`config.mk`:
```
export PLATFORM = sky130hd
export DESIGN_NAME = blit_write_combiner
export DESIGN_NICKNAME = d
export VERILOG_FILES = /design/src/rtl/blit_pkg.sv /design/src/rtl/blit_sync_fifo.sv /design/src/rtl/blit_write_combiner.sv
export SDC_FILE = /design/constraint.sdc
export NUM_CORES = 1
export LEC_CHECK = 0
export BUFFER_PORTS_ARGS = -buffer_cell sky130_fd_sc_hd__buf_2
export CORE_MARGIN = 4
export CORE_UTILIZATION = 54
export DETAILED_ROUTE_END_ITERATION = 12
export MAX_ROUTING_LAYER = met4
export PLACE_DENSITY = 0.77
export SYNTH_ARGS = -nofsm -noshare
export SYNTH_HDL_FRONTEND = slang
export SYNTH_SLANG_ARGS = --single-unit
```
`constraint.sdc`:
```
create_clock -name clock -period 13.9 [get_ports clock]
set_clock_uncertainty 0.05 [all_clocks]
set_input_delay 2.78 -clock clock [delete_from_list [all_inputs] [get_ports clock]]
set_output_delay 2.78 -clock clock [all_outputs]
set_load 0.02 [all_outputs]
```
`src/rtl/blit_pkg.sv`:
```
// Shared types and helpers for the blitter write path.
package blit_pkg;

  localparam int unsigned BLIT_ADDR_W = 26;

  typedef enum logic {
    BPP8  = 1'b0,
    BPP16 = 1'b1
  } blit_bpp_t;

  // Byte-enable mask for one pixel within a word of 'bytes' lanes (bytes <= 8).
  // 16 bpp pixels are forced onto an even lane so they never straddle a word.
  function automatic logic [7:0] lane_mask(blit_bpp_t bpp, logic [2:0] lane, int unsigned bytes);
    logic [7:0] m;
    logic [7:0] lim;
    lim = 8'hff >> (8 - bytes);
    if (bpp == BPP16) m = 8'b0000_0011 << {lane[2:1], 1'b0};
    else              m = 8'b0000_0001 << lane;
    return m & lim;
  endfunction

endpackage

```
`src/rtl/blit_sync_fifo.sv`:
```
// Show-ahead synchronous FIFO with occupancy count and sticky overflow on dropped pushes.
module blit_sync_fifo #(
  parameter int unsigned WIDTH = 8,
  parameter int unsigned DEPTH = 8,
  localparam int unsigned PW   = $clog2(DEPTH),
  localparam int unsigned CW   = PW + 1
) (
  input  logic             clock,
  input  logic             reset,
  input  logic             push,
  input  logic [WIDTH-1:0] wdata,
  input  logic             pop,
  output logic [WIDTH-1:0] rdata,
  output logic [CW-1:0]    count,
  output logic             overflow
);

  localparam logic [CW-1:0] DepthC = CW'(DEPTH);

  logic [WIDTH-1:0] mem [DEPTH];
  logic [PW-1:0]    wptr_q, rptr_q;
  logic [CW-1:0]    count_q;
  logic             overflow_q;
  logic             empty, full, do_push, do_pop;

  always_comb begin
    empty   = (count_q == '0);
    full    = (count_q == DepthC);
    do_pop  = pop && !empty;
    // A pop in the same cycle frees the slot, so a push at full is still accepted.
    do_push = push && (!full || do_pop);
  end

  always_ff @(posedge clock or negedge reset) begin
    if (!reset) begin
      wptr_q     <= '0;
      rptr_q     <= '0;
      count_q    <= '0;
      overflow_q <= 1'b0;
    end else begin
      if (do_push) wptr_q <= wptr_q + 1'b1;
      if (do_pop)  rptr_q <= rptr_q + 1'b1;
      case ({do_push, do_pop})
        2'b10:   count_q <= count_q + 1'b1;
        2'b01:   count_q <= count_q - 1'b1;
        default: count_q <= count_q;
      endcase
      if (push && !do_push) overflow_q <= 1'b1;
    end
  end

  always_ff @(posedge clock) begin
    if (do_push) mem[wptr_q] <= wdata;
  end

  // Storage is not reset, so mask the head while empty.
  assign rdata    = empty ? '0 : mem[rptr_q];
  assign count    = count_q;
  assign overflow = overflow_q;

endmodule

```
`src/rtl/blit_write_combiner.sv`:
```
// Combines 8/16 bpp pixel writes into byte-enabled words and queues them for the SDRAM arbiter.
module blit_write_combiner
  import blit_pkg::*;
#(
  parameter int unsigned DATA_W      = 32,
  parameter int unsigned ADDR_W      = BLIT_ADDR_W,
  parameter int unsigned DEPTH       = 8,
  parameter int unsigned FULL_MARGIN = 2,
  localparam int unsigned BYTES      = DATA_W / 8,
  localparam int unsigned LW         = $clog2(BYTES),
  localparam int unsigned CW         = $clog2(DEPTH) + 1
) (
  input  logic              clock,
  input  logic              reset,
  input  logic              in_write,
  input  logic [ADDR_W-1:0] in_addr,
  input  logic [15:0]       in_data,
  input  logic              in_bpp16,
  input  logic              in_idle,
  output logic              out_req,
  output logic [ADDR_W-1:0] out_addr,
  output logic [DATA_W-1:0] out_data,
  output logic [BYTES-1:0]  out_byte_enable,
  input  logic              out_ack,
  output logic              fifo_full,
  output logic [CW-1:0]     fifo_count,
  output logic              busy,
  output logic              overflow
);

  typedef struct packed {
    logic [ADDR_W-1:0] addr;
    logic [DATA_W-1:0] data;
    logic [BYTES-1:0]  be;
  } wentry_t;

  localparam int unsigned EW = ADDR_W + DATA_W + BYTES;

  wentry_t   cr_q, cr_d, pix, merged, push_entry, head;
  logic      cr_valid_q, cr_valid_d, push;
  logic [2:0] lane;
  blit_bpp_t bpp;

  always_comb begin
    lane          = '0;
    lane[LW-1:0]  = in_addr[LW-1:0];
    bpp           = in_bpp16 ? BPP16 : BPP8;
    pix.addr      = {in_addr[ADDR_W-1:LW], {LW{1'b0}}};
    pix.be        = BYTES'(lane_mask(bpp, lane, BYTES));
    merged.addr   = cr_q.addr;
    merged.be     = cr_q.be | pix.be;
    for (int b = 0; b < int'(BYTES); b++) begin
      // Odd lanes of a 16 bpp pixel carry its high byte.
      pix.data[8*b +: 8]    = !pix.be[b] ? 8'h00 :
                              ((in_bpp16 && (b % 2 == 1)) ? in_data[15:8] : in_data[7:0]);
      merged.data[8*b +: 8] = pix.be[b] ? pix.data[8*b +: 8] : cr_q.data[8*b +: 8];
    end
  end

  always_comb begin
    cr_d       = cr_q;
    cr_valid_d = cr_valid_q;
    push       = 1'b0;
    push_entry = cr_q;
    if (in_write) begin
      if (cr_valid_q && (cr_q.addr == pix.addr)) begin
        if (&merged.be) begin
          push       = 1'b1;
          push_entry = merged;
          cr_valid_d = 1'b0;
        end else begin
          cr_d = merged;
        end
      end else begin
        push       = cr_valid_q;
        cr_valid_d = 1'b1;
        cr_d       = pix;
      end
    end else if (in_idle && cr_valid_q) begin
      push       = 1'b1;
      cr_valid_d = 1'b0;
    end
  end

  always_ff @(posedge clock or negedge reset) begin
    if (!reset) begin
      cr_valid_q <= 1'b0;
      cr_q       <= '0;
    end else begin
      cr_valid_q <= cr_valid_d;
      cr_q       <= cr_d;
    end
  end

  blit_sync_fifo #(
    .WIDTH(EW),
    .DEPTH(DEPTH)
  ) u_fifo (
    .clock   (clock),
    .reset   (reset),
    .push    (push),
    .wdata   (push_entry),
    .pop     (out_ack),
    .rdata   (head),
    .count   (fifo_count),
    .overflow(overflow)
  );

  assign out_req         = (fifo_count != '0);
  assign out_addr        = head.addr;
  assign out_data        = head.data;
  assign out_byte_enable = head.be;
  assign fifo_full       = (fifo_count >= CW'(DEPTH - FULL_MARGIN));
  assign busy            = cr_valid_q || out_req;

endmodule

```
==> metrics, run 1 <==
vias after detailed routing=10800; fin crit share=45.3%; full die area=44100 sq um; sort of element at the end of the critical path=output port; critical path class=register to output port; total length of routed wires=44.9 mm; Worst EP required=11.07 ns; power per standard cell area=206 nW/um^2; Final TNS setup=0 ns; worst reg2reg setup slack=10.11 ns; leakage power=0.00878 uW; total standard cell area after synthesis=22000 sq um; Final Power=5150 uW; clock insertion delay at the later pin of the skew report=0.57 ns; wire length of the first global-routing pass=69.6 mm; vertical extent of the die=210 microns; number of remaining DRC errors=0; signed area change from the synthesized netlist to the final layout=13.3%; dominant cell type by area after synthesis=sky130_fd_sc_hd__edfxtp_1; origin of the critical flop-to-flop path=cr_q[39]; setup repair after global routing missed its margin=false; Startpoint Class=register; Finish-stage setup viols=0; combined buffer and inverter count along the critical path=2; maximum number of pins on one net before global-route repair=73; Clk Tree Root Cell=sky130_fd_sc_hd__clkbuf_16; largest voltage drop on the vdd net=114 uV; gr ovfl total=0; starting density of the core=55.1%; number of nets with antenna violations after routing=0; CTS tree=built; max-slew violation count=0; achievable frequency=0.159 GHz; buffer depth of the longest clock path=3; portion of the post-synthesis area used by sequential elements=73.6%; number of iterations in the first detailed-routing pass=5; count of state elements after synthesis=552; Num CTS Buffers=52; total number of placement rows=73; Detail Placement HPWL=26.6 mm; Worst Hold Class=register to register; status=finished clean; cell breakdown of the critical path=buf_4 -> mux4_2 -> mux2i_1 -> nor2_1 -> buf_2; Post-synth EDFFs=480; final hold violation count=0; commonest non-fill, non-tap cell in the layout=sky130_fd_sc_hd__edfxtp_1; biggest area contributors in the synthesized netlist=sky130_fd_sc_hd__edfxtp_1, sky130_fd_sc_hd__mux4_2, sky130_fd_sc_hd__dfrtp_1, sky130_fd_sc_hd__mux2_2, sky130_fd_sc_hd__mux2i_1; global-route total usage across every layer=21.2%; depth of the CTS H-tree=2; number of ports placed on the die boundary=118; horizontal die dimension=210 microns; Slew HR=31.7%; WL per Instance=25.0 microns; commonest non-fill, non-tap cells in the layout=sky130_fd_sc_hd__edfxtp_1, sky130_fd_sc_hd__mux4_2, sky130_fd_sc_hd__buf_2; Placeable Area=40000 sq um; worst min-delay path endpoint=cr_q[35]; Crit-path slowest cell=sky130_fd_sc_hd__dfrtp_4; number of hold buffers added after cts=0; via count of the first global-routing pass=11300; end of the worst register-to-register path=u_fifo.mem[1][6]; Hold Path Depth=1; synthesis warning total=0; Port Buffer Count=115; Tmin final=6.29 ns; Critical path origin=u_fifo.rptr_q[1]; count of mapped cells out of synthesis=1086; Max-cap violations=0; routability congestion estimate from global placement=0.847; # diodes=0; number of distinct standard cells referenced by the synthesized netlist=46; TritonCTS sink count=552; critical path peak fanout=70; fin nets=1276; flip-flop cell with the highest count after synthesis=sky130_fd_sc_hd__edfxtp_1; number of DRC violations after detailed-routing iteration 0=1025; initial antenna violation count=0; FFs w/ async S/R, synth=13.0%; launch point of the worst hold path=cr_q[35]; share of post-route cells with drive strength above 1=33.8%; category of cells accounting for the largest share of critical-path delay=buffers and inverters; slew at the pin closest to its max-slew limit=1.03 ns; post-synthesis area per instance=20.3 sq um; data arrival time of the critical path=3.46 ns; depth of the worst register-to-register path=7; drt via density=6.01; area share of the leading cell type in the synthesized netlist=65.4%; setup repair bufs after CTS=0; post-CTS resize count=0; clock transition at the registers of the reported paths=0.06 ns; highest cell delay on the worst timing path=0.96 ns
synth_stat cells, types with 5 or more instances:
cell and instances:
sky130_fd_sc_hd__nor2_1 68, sky130_fd_sc_hd__buf_2 12, sky130_fd_sc_hd__mux2i_1 60, sky130_fd_sc_hd__nor2b_1 5, sky130_fd_sc_hd__edfxtp_1 480, sky130_fd_sc_hd__nand4_1 7
sky130_fd_sc_hd__nand3b_1 5, sky130_fd_sc_hd__mux4_2 120, sky130_fd_sc_hd__mux2_2 66, sky130_fd_sc_hd__clkbuf_1 27, sky130_fd_sc_hd__xnor2_1 17, sky130_fd_sc_hd__and3_1 5
sky130_fd_sc_hd__o21ai_2 5, sky130_fd_sc_hd__buf_1 12, sky130_fd_sc_hd__dfrtp_1 72, sky130_fd_sc_hd__xor2_1 16, sky130_fd_sc_hd__nand2_1 8, sky130_fd_sc_hd__o21ai_0 7
sky130_fd_sc_hd__a22o_1 33, sky130_fd_sc_hd__ha_1 5, sky130_fd_sc_hd__nand2b_1 7
power by group:
part	total [uW]	internal (uW)	switching [uW]
clock network	1380	799	582
registers	2230	2050	180
logic	1530	662	873
total	5150	3510	1630
sequential cells by signal (all words and copies together) (netlist names):
name	flops
u_fifo.wptr_q	3
u_fifo.mem	480
u_fifo.rptr_q	3
cr_valid_q	1
u_fifo.count	4
u_fifo.overflow	1
cr_q	60
cells by family after synthesis:
logic type                 synth area share [%]
adders and majority gates                 0.284
xor gates and xnor gates                   1.31
DFF                                        73.6
other                                    0.0170
muxes                                      18.5
AOI/OAI and AO/OA                          1.94
and+or+nand+nor                            3.21
buffers and inverters                      1.19
worst max path at each step:
stage	endpoint	depth (start not counted)	slack, ns
6_report	out_data[27]	5	7.61
5_1_grt	out_data[27]	5	7.29
4_1_cts	out_data[27]	5	7.49
3_5_place_dp	u_fifo.mem[1][27]	8	7.80
3_3_place_gp	u_fifo.mem[1][6]	8	7.93
2_1_floorplan	u_fifo.mem[1][0]	7	2.76
metal layers:
layer / vias to the layer above / global-route usage, % / wire length [microns]
li1: 4676 / - / -
met1: 5639 / 29.1 / 18500
met2: 365 / 34.5 / 22800
met3: 78 / 2.99 / 2500
met4: 0 / 5.38 / 1070
met5: - / - / 0
through the flow:
step | hold slack [ns] | area [sq um] | setup slack [ns] | util, % | instances
after floorplan | 0.416 | 22000 | 2.76 | - | 1087
after global placement | 0.415 | 23300 | 7.93 | 58.2 | 1694
after CTS | 0.453 | 25000 | 7.49 | 62.4 | 1791
after detailed placement | 0.436 | 23300 | 7.80 | 58.2 | 1694
final | 0.448 | 25000 | 7.61 | 62.4 | 1791
after global routing | 0.467 | 25000 | 7.29 | 62.4 | 1791
cell type report:
type,count,area (sq um)
timing repair buffer,138,751
inverter,3,11.3
sequential,552,16200
tap,525,657
fill,2686,15000
clock inverter,25,249
clock buffer,72,1440
multi-input combinational,476,5640
(Power assumes the default switching activity.)
==> run 2, diff against run 1 <==
clock period = 6.2 ns   (was 13.9 ns; I/O delays follow)
==> run 2 against run 1 <==
Compared with the run above:
- sequential power is 130% higher
- design area is 0.57% lower
- wire length is 1.1% lower
- non-clock buffer count fell by 5
- global-route usage shrank 0.25 points
- power increased by 120%
- via count shrank 1.4%
- clock power rose by 100%
- largest cell class unchanged
==> metrics, run 2 (synthesis gave the netlist of run 1 again) <==
final hold violation count=0 (unchanged); via count of the first global-routing pass=11300 (about the same); global-route total usage across every layer=21.0% (was 21.2%); commonest non-fill, non-tap cell in the layout=sky130_fd_sc_hd__edfxtp_1 (unchanged); fin crit share=71.3%; clock insertion delay at the later pin of the skew report=0.56 ns (was 0.57 ns); Placeable Area=40000 sq um (unchanged); Crit-path slowest cell=sky130_fd_sc_hd__dfrtp_4 (unchanged); highest cell delay on the worst timing path=0.89 ns (was 0.96 ns); wire length of the first global-routing pass=68.6 mm (was 69.6 mm); worst reg2reg setup slack=2.32 ns (was 10.11 ns); gr ovfl total=0 (unchanged); vertical extent of the die=210 microns (unchanged); commonest non-fill, non-tap cells in the layout=sky130_fd_sc_hd__edfxtp_1, sky130_fd_sc_hd__mux4_2, sky130_fd_sc_hd__buf_2 (unchanged); share of post-route cells with drive strength above 1=32.3% (was 33.8%); horizontal die dimension=210 microns (unchanged); Final Power=11300 uW (was 5150 uW); number of hold buffers added after cts=0 (unchanged); # diodes=0 (unchanged); M3 GR Usage=2.75% (was 2.99%); full die area=44100 sq um (unchanged); WL per Instance=24.9 microns (was 25.0 microns); depth of the CTS H-tree=2 (unchanged); Port Buffer Count=115 (unchanged); achievable frequency=0.226 GHz; signed area change from the synthesized netlist to the final layout=12.6% (was 13.3%); critical path class=register to output port (unchanged); total length of routed wires=44.4 mm (was 44.9 mm); leakage power=0.00869 uW (was 0.00878 uW); clock transition at the registers of the reported paths=0.06 ns (about the same); global routing usage on met2=34.3% (was 34.5%); Worst Hold Class=register to register (unchanged); slew at the pin closest to its max-slew limit=1.09 ns (was 1.03 ns); Num CTS Buffers=51 (was 52); post-route cell area=24800 sq um (was 25000 sq um); drt via density=5.96 (was 6.01); setup repair after global routing missed its margin=false (unchanged); number of iterations in the first detailed-routing pass=5 (unchanged); total number of placement rows=73 (unchanged); Max-cap violations=0 (unchanged); number of remaining DRC errors=0 (unchanged); Worst EP required=4.91 ns (was 11.07 ns); sort of element at the end of the critical path=output port (unchanged); critical path peak fanout=36 (was 70); placed cell areas=23400 sq um (was 23300 sq um); number of DRC violations after detailed-routing iteration 0=944 (was 1025); number of ports placed on the die boundary=118 (unchanged); Tmin final=4.42 ns; fin nets=1270 (was 1276); maximum number of pins on one net before global-route repair=73 (unchanged); power per standard cell area=454 nW/um^2 (was 206 nW/um^2); Slew HR=27.4% (was 31.7%); number of flip-flops under the largest register name=480 (unchanged); Clk Tree Root Cell=sky130_fd_sc_hd__clkbuf_16 (unchanged); Largest Register=u_fifo.mem (unchanged); status=finished clean (unchanged); TritonCTS sink count=552 (unchanged); Detail Placement HPWL=25.8 mm (was 26.6 mm); layer with the highest usage after global routing=met2 (unchanged); initial antenna violation count=0 (unchanged); Startpoint Class=register (unchanged); CTS tree=built (unchanged); vias after detailed routing=10600 (was 10800); routability congestion estimate from global placement=0.858 (was 0.847); number of nets with antenna violations after routing=0 (unchanged); post-CTS resize count=0 (unchanged); buffer depth of the longest clock path=3 (unchanged); starting density of the core=55.1% (unchanged); grt met1 use=28.0% (was 29.1%); setup repair bufs after CTS=0 (unchanged); max-slew violation count=0 (unchanged); largest voltage drop on the vdd net=269 uV (was 114 uV); Finish-stage setup viols=0 (unchanged); data arrival time of the critical path=3.13 ns (was 3.46 ns); cell breakdown of the critical path=buf_4 -> mux4_2 -> mux2i_1 -> nor2_1 -> buf_2 (unchanged)
run 2: changes by cell type in the layout (fill, tap and decap cells not counted), moves of 2 or more:
cell | before | now
sky130_fd_sc_hd__clkbuf_1 | 14 | 20
sky130_fd_sc_hd__nor4b_4 | 0 | 3
sky130_fd_sc_hd__clkinv_2 | 8 | 4
sky130_fd_sc_hd__nor4b_2 | 3 | 0
sky130_fd_sc_hd__buf_12 | 0 | 5
sky130_fd_sc_hd__clkinvlp_4 | 4 | 2
sky130_fd_sc_hd__clkbuf_8 | 6 | 0
sky130_fd_sc_hd__clkinv_1 | 6 | 12
sky130_fd_sc_hd__bufinv_16 | 4 | 1
sky130_fd_sc_hd__buf_4 | 24 | 14
run 2: final cells by class:
class                   count  area [sq um]
well taps                 525           657
clock buffers              71          1350
fillers                  2765         15200
flip-flops and latches    552         16200
repair buffers            133           776
inverters                   3          11.3
clock inverters            20           119
multi-input cells         476          5690
run 2: power breakdown:
part / internal, uW / switching, uW / leakage [uW] / total, uW
sequential: 4600 / 472 / 0.00530 / 5080
combinational: 1510 / 1890 / 0.00269 / 3410
clock: 1560 / 1240 / 0.000706 / 2790
total: 7670 / 3600 / 0.00869 / 11300
run 2: path summary, 6_finish.rpt:
kind	startpoint	to	depth (start not counted)
worst max-delay path	u_fifo.rptr_q[0]	out_data[17]	5
worst min-delay path	u_fifo.overflow	u_fifo.overflow	1
worst max register to register	cr_q[53]	u_fifo.mem[5][4]	7
worst min register to register	u_fifo.overflow	u_fifo.overflow	1
max in group asynchronous	reset	u_fifo.rptr_q[2]	1
min in group asynchronous	reset	cr_q[55]	1
run 2: metrics by stage:
| stage | TNS (ns) | setup slack [ns] | utilization, % | hold slack [ns] | instances |
|---|---|---|---|---|---|
| global route | 0 | 1.48 | 62.1 | 0.457 | 1780 |
| floorplan | -175.09 | -0.646 | - | 0.416 | 1087 |
| finish | 0 | 1.78 | 62.1 | 0.428 | 1780 |
| CTS | 0 | 1.66 | 62.1 | 0.425 | 1780 |
| detailed placement | 0 | 1.50 | 58.4 | 0.407 | 1689 |
| global placement | 0 | 1.64 | 58.4 | 0.411 | 1689 |
run 2: worst max-delay path: cells and delay by family, from the launching register on:
kind / cells / cell delay, ns
mux: 2 / 0.84
buf+inv: 2 / 0.74
simple gates: 1 / 0.07
flops: 1 / 0.89
run 2: per-layer routing:
metal	vias up	part of all wire [%]	routed length (microns)
li1	4663	-	-
met1	5552	41	18300
met2	309	51	22600
met3	85	4.5	1980
met4	0	3.3	1460
met5	-	0	0
==> run 3, diff against run 2 <==
ABC_AREA = 1   (was not set)
clock period = 4.45 ns   (was 6.2 ns; I/O delays follow)
==> run 3 against run 2 <==
Compared with the run above:
- power up 53%
- critical path type unchanged
- sequential share of layout area down 2.7 points
- die area up 4.2%
==> metrics, run 3 <==
highest cell delay on the worst timing path=0.71 ns (was 0.89 ns); starting density of the core=54.7% (was 55.1%); Worst EP required=3.51 ns (was 4.91 ns); number of DRC violations after detailed-routing iteration 0=1699 (was 944); Clk Tree Root Cell=sky130_fd_sc_hd__clkbuf_16 (unchanged); global-route total usage across every layer=23.8% (was 21.0%); commonest non-fill, non-tap cells in the layout=sky130_fd_sc_hd__edfxtp_1, sky130_fd_sc_hd__nor2_1, sky130_fd_sc_hd__o21ai_0 (was sky130_fd_sc_hd__edfxtp_1, sky130_fd_sc_hd__mux4_2, sky130_fd_sc_hd__buf_2); flip-flop cell with the highest count after synthesis=sky130_fd_sc_hd__edfxtp_1 (unchanged); full die area=46000 sq um (was 44100 sq um); switching pwr=6440 uW (was 3610 uW); Layout Utilization=61.6% (was 62.1%); post-synthesis area per instance=11.2 sq um (was 20.3 sq um); cell breakdown of the critical path=inv_4 -> buf_4 -> o21ai_0 -> o22ai_1 -> o21ai_0 -> a31oi_1 -> buf_2 (was buf_4 -> mux4_2 -> mux2i_1 -> nor2_1 -> buf_2); Placeable Area=42000 sq um (was 40000 sq um); commonest non-fill, non-tap cell in the layout=sky130_fd_sc_hd__edfxtp_1 (unchanged); maximum number of pins on one net before global-route repair=155 (was 73); signed area change from the synthesized netlist to the final layout=12.6% (about the same); Tmin final=3.97 ns; post-CTS resize count=0 (unchanged); total number of placement rows=75 (was 73); list of most frequent post-synthesis cells=sky130_fd_sc_hd__edfxtp_1, sky130_fd_sc_hd__nor2_1, sky130_fd_sc_hd__o21ai_0 (was sky130_fd_sc_hd__edfxtp_1, sky130_fd_sc_hd__mux4_2, sky130_fd_sc_hd__dfrtp_1); Num CTS Buffers=52 (was 51); Largest Register=u_fifo.mem (unchanged); vertical extent of the die=214 microns (was 210 microns); number of hold buffers added after cts=0 (unchanged); critical path class=register to output port (unchanged); achievable frequency=0.252 GHz; final non-filler cell total=2709 (was 1780); via count of the first global-routing pass=15500 (was 11300); depth of the CTS H-tree=2 (unchanged); clock insertion delay at the later pin of the skew report=0.60 ns (was 0.56 ns); CTS tree=built (unchanged); number of ports placed on the die boundary=118 (unchanged); number of nets with antenna violations after routing=0 (unchanged); Internal Dissipation=10800 uW (was 7670 uW); end of the worst register-to-register path=u_fifo.count[2] (was u_fifo.mem[5][4]); setup repair bufs after CTS=0 (unchanged); status=finished clean (unchanged); gr ovfl total=0 (unchanged); Fill cells=3093 (was 2765); max-slew violation count=0 (unchanged); most prevalent standard cell on the critical path=sky130_fd_sc_hd__o21ai_0; Switching Share=37.5% (was 32.0%); area share of the leading cell type in the synthesized netlist=62.6% (was 65.4%); Worst Hold Class=input pin to async pin (was register to register); clock transition at the registers of the reported paths=0.07 ns (was 0.06 ns); Final Power=17200 uW (was 11300 uW); placement-stage worst setup slack=0.733 ns (was 1.50 ns); sequential group share of total power=39.5% (was 45.0%); Finish-stage setup viols=0 (unchanged); final hold violation count=0 (unchanged); Final TNS setup=0 ns (unchanged); horizontal die dimension=214 microns (was 210 microns); depth of the worst register-to-register path=16 (was 7); FFs w/ async S/R, synth=13.0% (unchanged); total standard cell area after synthesis=23000 sq um (was 22000 sq um); leakage power=0.00963 uW (was 0.00869 uW); Slew HR=36.9% (was 27.4%); Crit-path slowest cell=sky130_fd_sc_hd__dfrtp_4 (unchanged); vias after detailed routing=16000 (was 10600); TritonCTS sink count=552 (unchanged); number of iterations in the first detailed-routing pass=6 (was 5); combinational group share of total power=34.6% (was 30.2%); portion of the post-synthesis area used by sequential elements=70.5% (was 73.6%); final worst setup slack=0.479 ns (was 1.78 ns); count of state elements after synthesis=552 (unchanged); Max-cap violations=0 (unchanged); Port Buffer Count=115 (unchanged); sort of element at the end of the critical path=output port (unchanged); dpl cells=2606 (was 1689); power per standard cell area=664 nW/um^2 (was 454 nW/um^2); critical path peak fanout=43 (was 36); fin crit share=89.2%; number of distinct standard cells referenced by the synthesized netlist=35 (was 46); buffer depth of the longest clock path=3 (unchanged); data arrival time of the critical path=3.03 ns (was 3.13 ns); count of mapped cells out of synthesis=2047 (was 1086); fin nets=2174 (was 1270); total length of routed wires=54.3 mm (was 44.4 mm); routability congestion estimate from global placement=0.943 (was 0.858); setup repair after global routing missed its margin=false (unchanged); most frequently used cell type in the post-synthesis netlist=sky130_fd_sc_hd__edfxtp_1 (unchanged); slew at the pin closest to its max-slew limit=0.947 ns (was 1.09 ns); number of flip-flops under the largest register name=480 (unchanged); largest voltage drop on the vdd net=478 uV (was 269 uV); Startpoint Class=register (unchanged); initial antenna violation count=5 (was 0); WL per Instance=20.0 microns (was 24.9 microns); dominant cell type by area after synthesis=sky130_fd_sc_hd__edfxtp_1 (unchanged); biggest area contributors in the synthesized netlist=sky130_fd_sc_hd__edfxtp_1, sky130_fd_sc_hd__o21ai_0, sky130_fd_sc_hd__dfrtp_1, sky130_fd_sc_hd__nor2_1, sky130_fd_sc_hd__nand2_1 (was sky130_fd_sc_hd__edfxtp_1, sky130_fd_sc_hd__mux4_2, sky130_fd_sc_hd__dfrtp_1, sky130_fd_sc_hd__mux2_2, sky130_fd_sc_hd__mux2i_1); Detail Placement HPWL=30.6 mm (was 25.8 mm); origin of the critical flop-to-flop path=cr_q[40] (was cr_q[53]); number of remaining DRC errors=0 (unchanged); clock group share of total power=25.9% (was 24.8%); Post-synth EDFFs=480 (unchanged); wire length of the first global-routing pass=84.9 mm (was 68.6 mm); synthesis warning total=0 (unchanged); worst reg2reg setup slack=1.34 ns (was 2.32 ns); share of post-route cells with drive strength above 1=11.9% (was 32.3%); drt via density=5.89 (was 5.96)
## run 3: changes by cell type in the layout (fill, tap and decap cells not counted), sizes merged, moves of 15 or more
cell,previous run,this run
buf,133,148
a22o,33,0
a31oi,1,60
o22ai,0,60
mux2,68,0
nand3,4,50
o21ai,12,397
mux2i,60,0
inv,4,104
nand2,10,231
a21oi,3,29
mux4,120,0
nor2,68,409
## run 3: logic make-up (layout without fill, tap and decap cells)
group	Yosys count	after routing	share of synthesized area [%]
AOI/OAI and AO/OA	548	548	12.7
xor gates and xnor gates	12	12	0.457
adders and majority gates	5	5	0.272
buffers and inverters	233	350	4.26
DFF	552	552	70.5
other	1	7	0.0163
and+or+nand+nor	696	696	11.9
## run 3: critical path: cells and delay by family (launching register included)
family,cells,cell delay [ns]
flip-flops,1,0.71
AO/OA/AOI/OAI,4,0.74
buffers and inverters,3,0.97
## run 3: final cells by class
class,count,area (sq um),area share [%]
flip-flops and latches,552,16200,62.6
inverters,104,399,1.54
repair buffers,148,988,3.82
multi-input cells,1263,5880,22.7
clock inverters,36,363,1.40
diodes,5,12.5,0.0483
well taps,539,674,2.60
clock buffers,62,1370,5.28
## run 3: worst max-delay path by stage
stage	start	to	cells after the start
finish	u_fifo.rptr_q[1]	out_addr[16]	7
CTS	u_fifo.rptr_q[1]	out_addr[16]	7
floorplan	in_bpp16	u_fifo.mem[2][0]	11
detailed placement	in_bpp16	u_fifo.count[2]	16
global placement	in_bpp16	u_fifo.mem[4][43]	12
global route	u_fifo.rptr_q[1]	out_addr[16]	7
## run 3: through the flow
step | instance area [sq um] | hold slack [ns]
floorplan | 23000 | 0.403
global placement | 24200 | 0.421
detailed placement | 24200 | 0.432
CTS | 25900 | 0.310
global route | 25900 | 0.347
finish | 25900 | 0.313
## run 3: layer usage
| metal | track usage (%) | part of all wire (%) | vias up |
|---|---|---|---|
| li1 | - | - | 7360 |
| met1 | 30.2 | 39 | 7751 |
| met2 | 39.6 | 50 | 732 |
| met3 | 4.51 | 8.4 | 117 |
| met4 | 7.02 | 2.5 | 0 |
| met5 | - | 0 | - |
## run 3: power groups by stage
stage	registers (uW)	logic, uW	clock network [uW]
final	6790	5950	4460
after global routing	6840	6540	4740
after CTS	6780	5990	4510
after detailed placement	6880	5940	0
after global placement	6850	5820	0
after floorplan	6800	3960	0
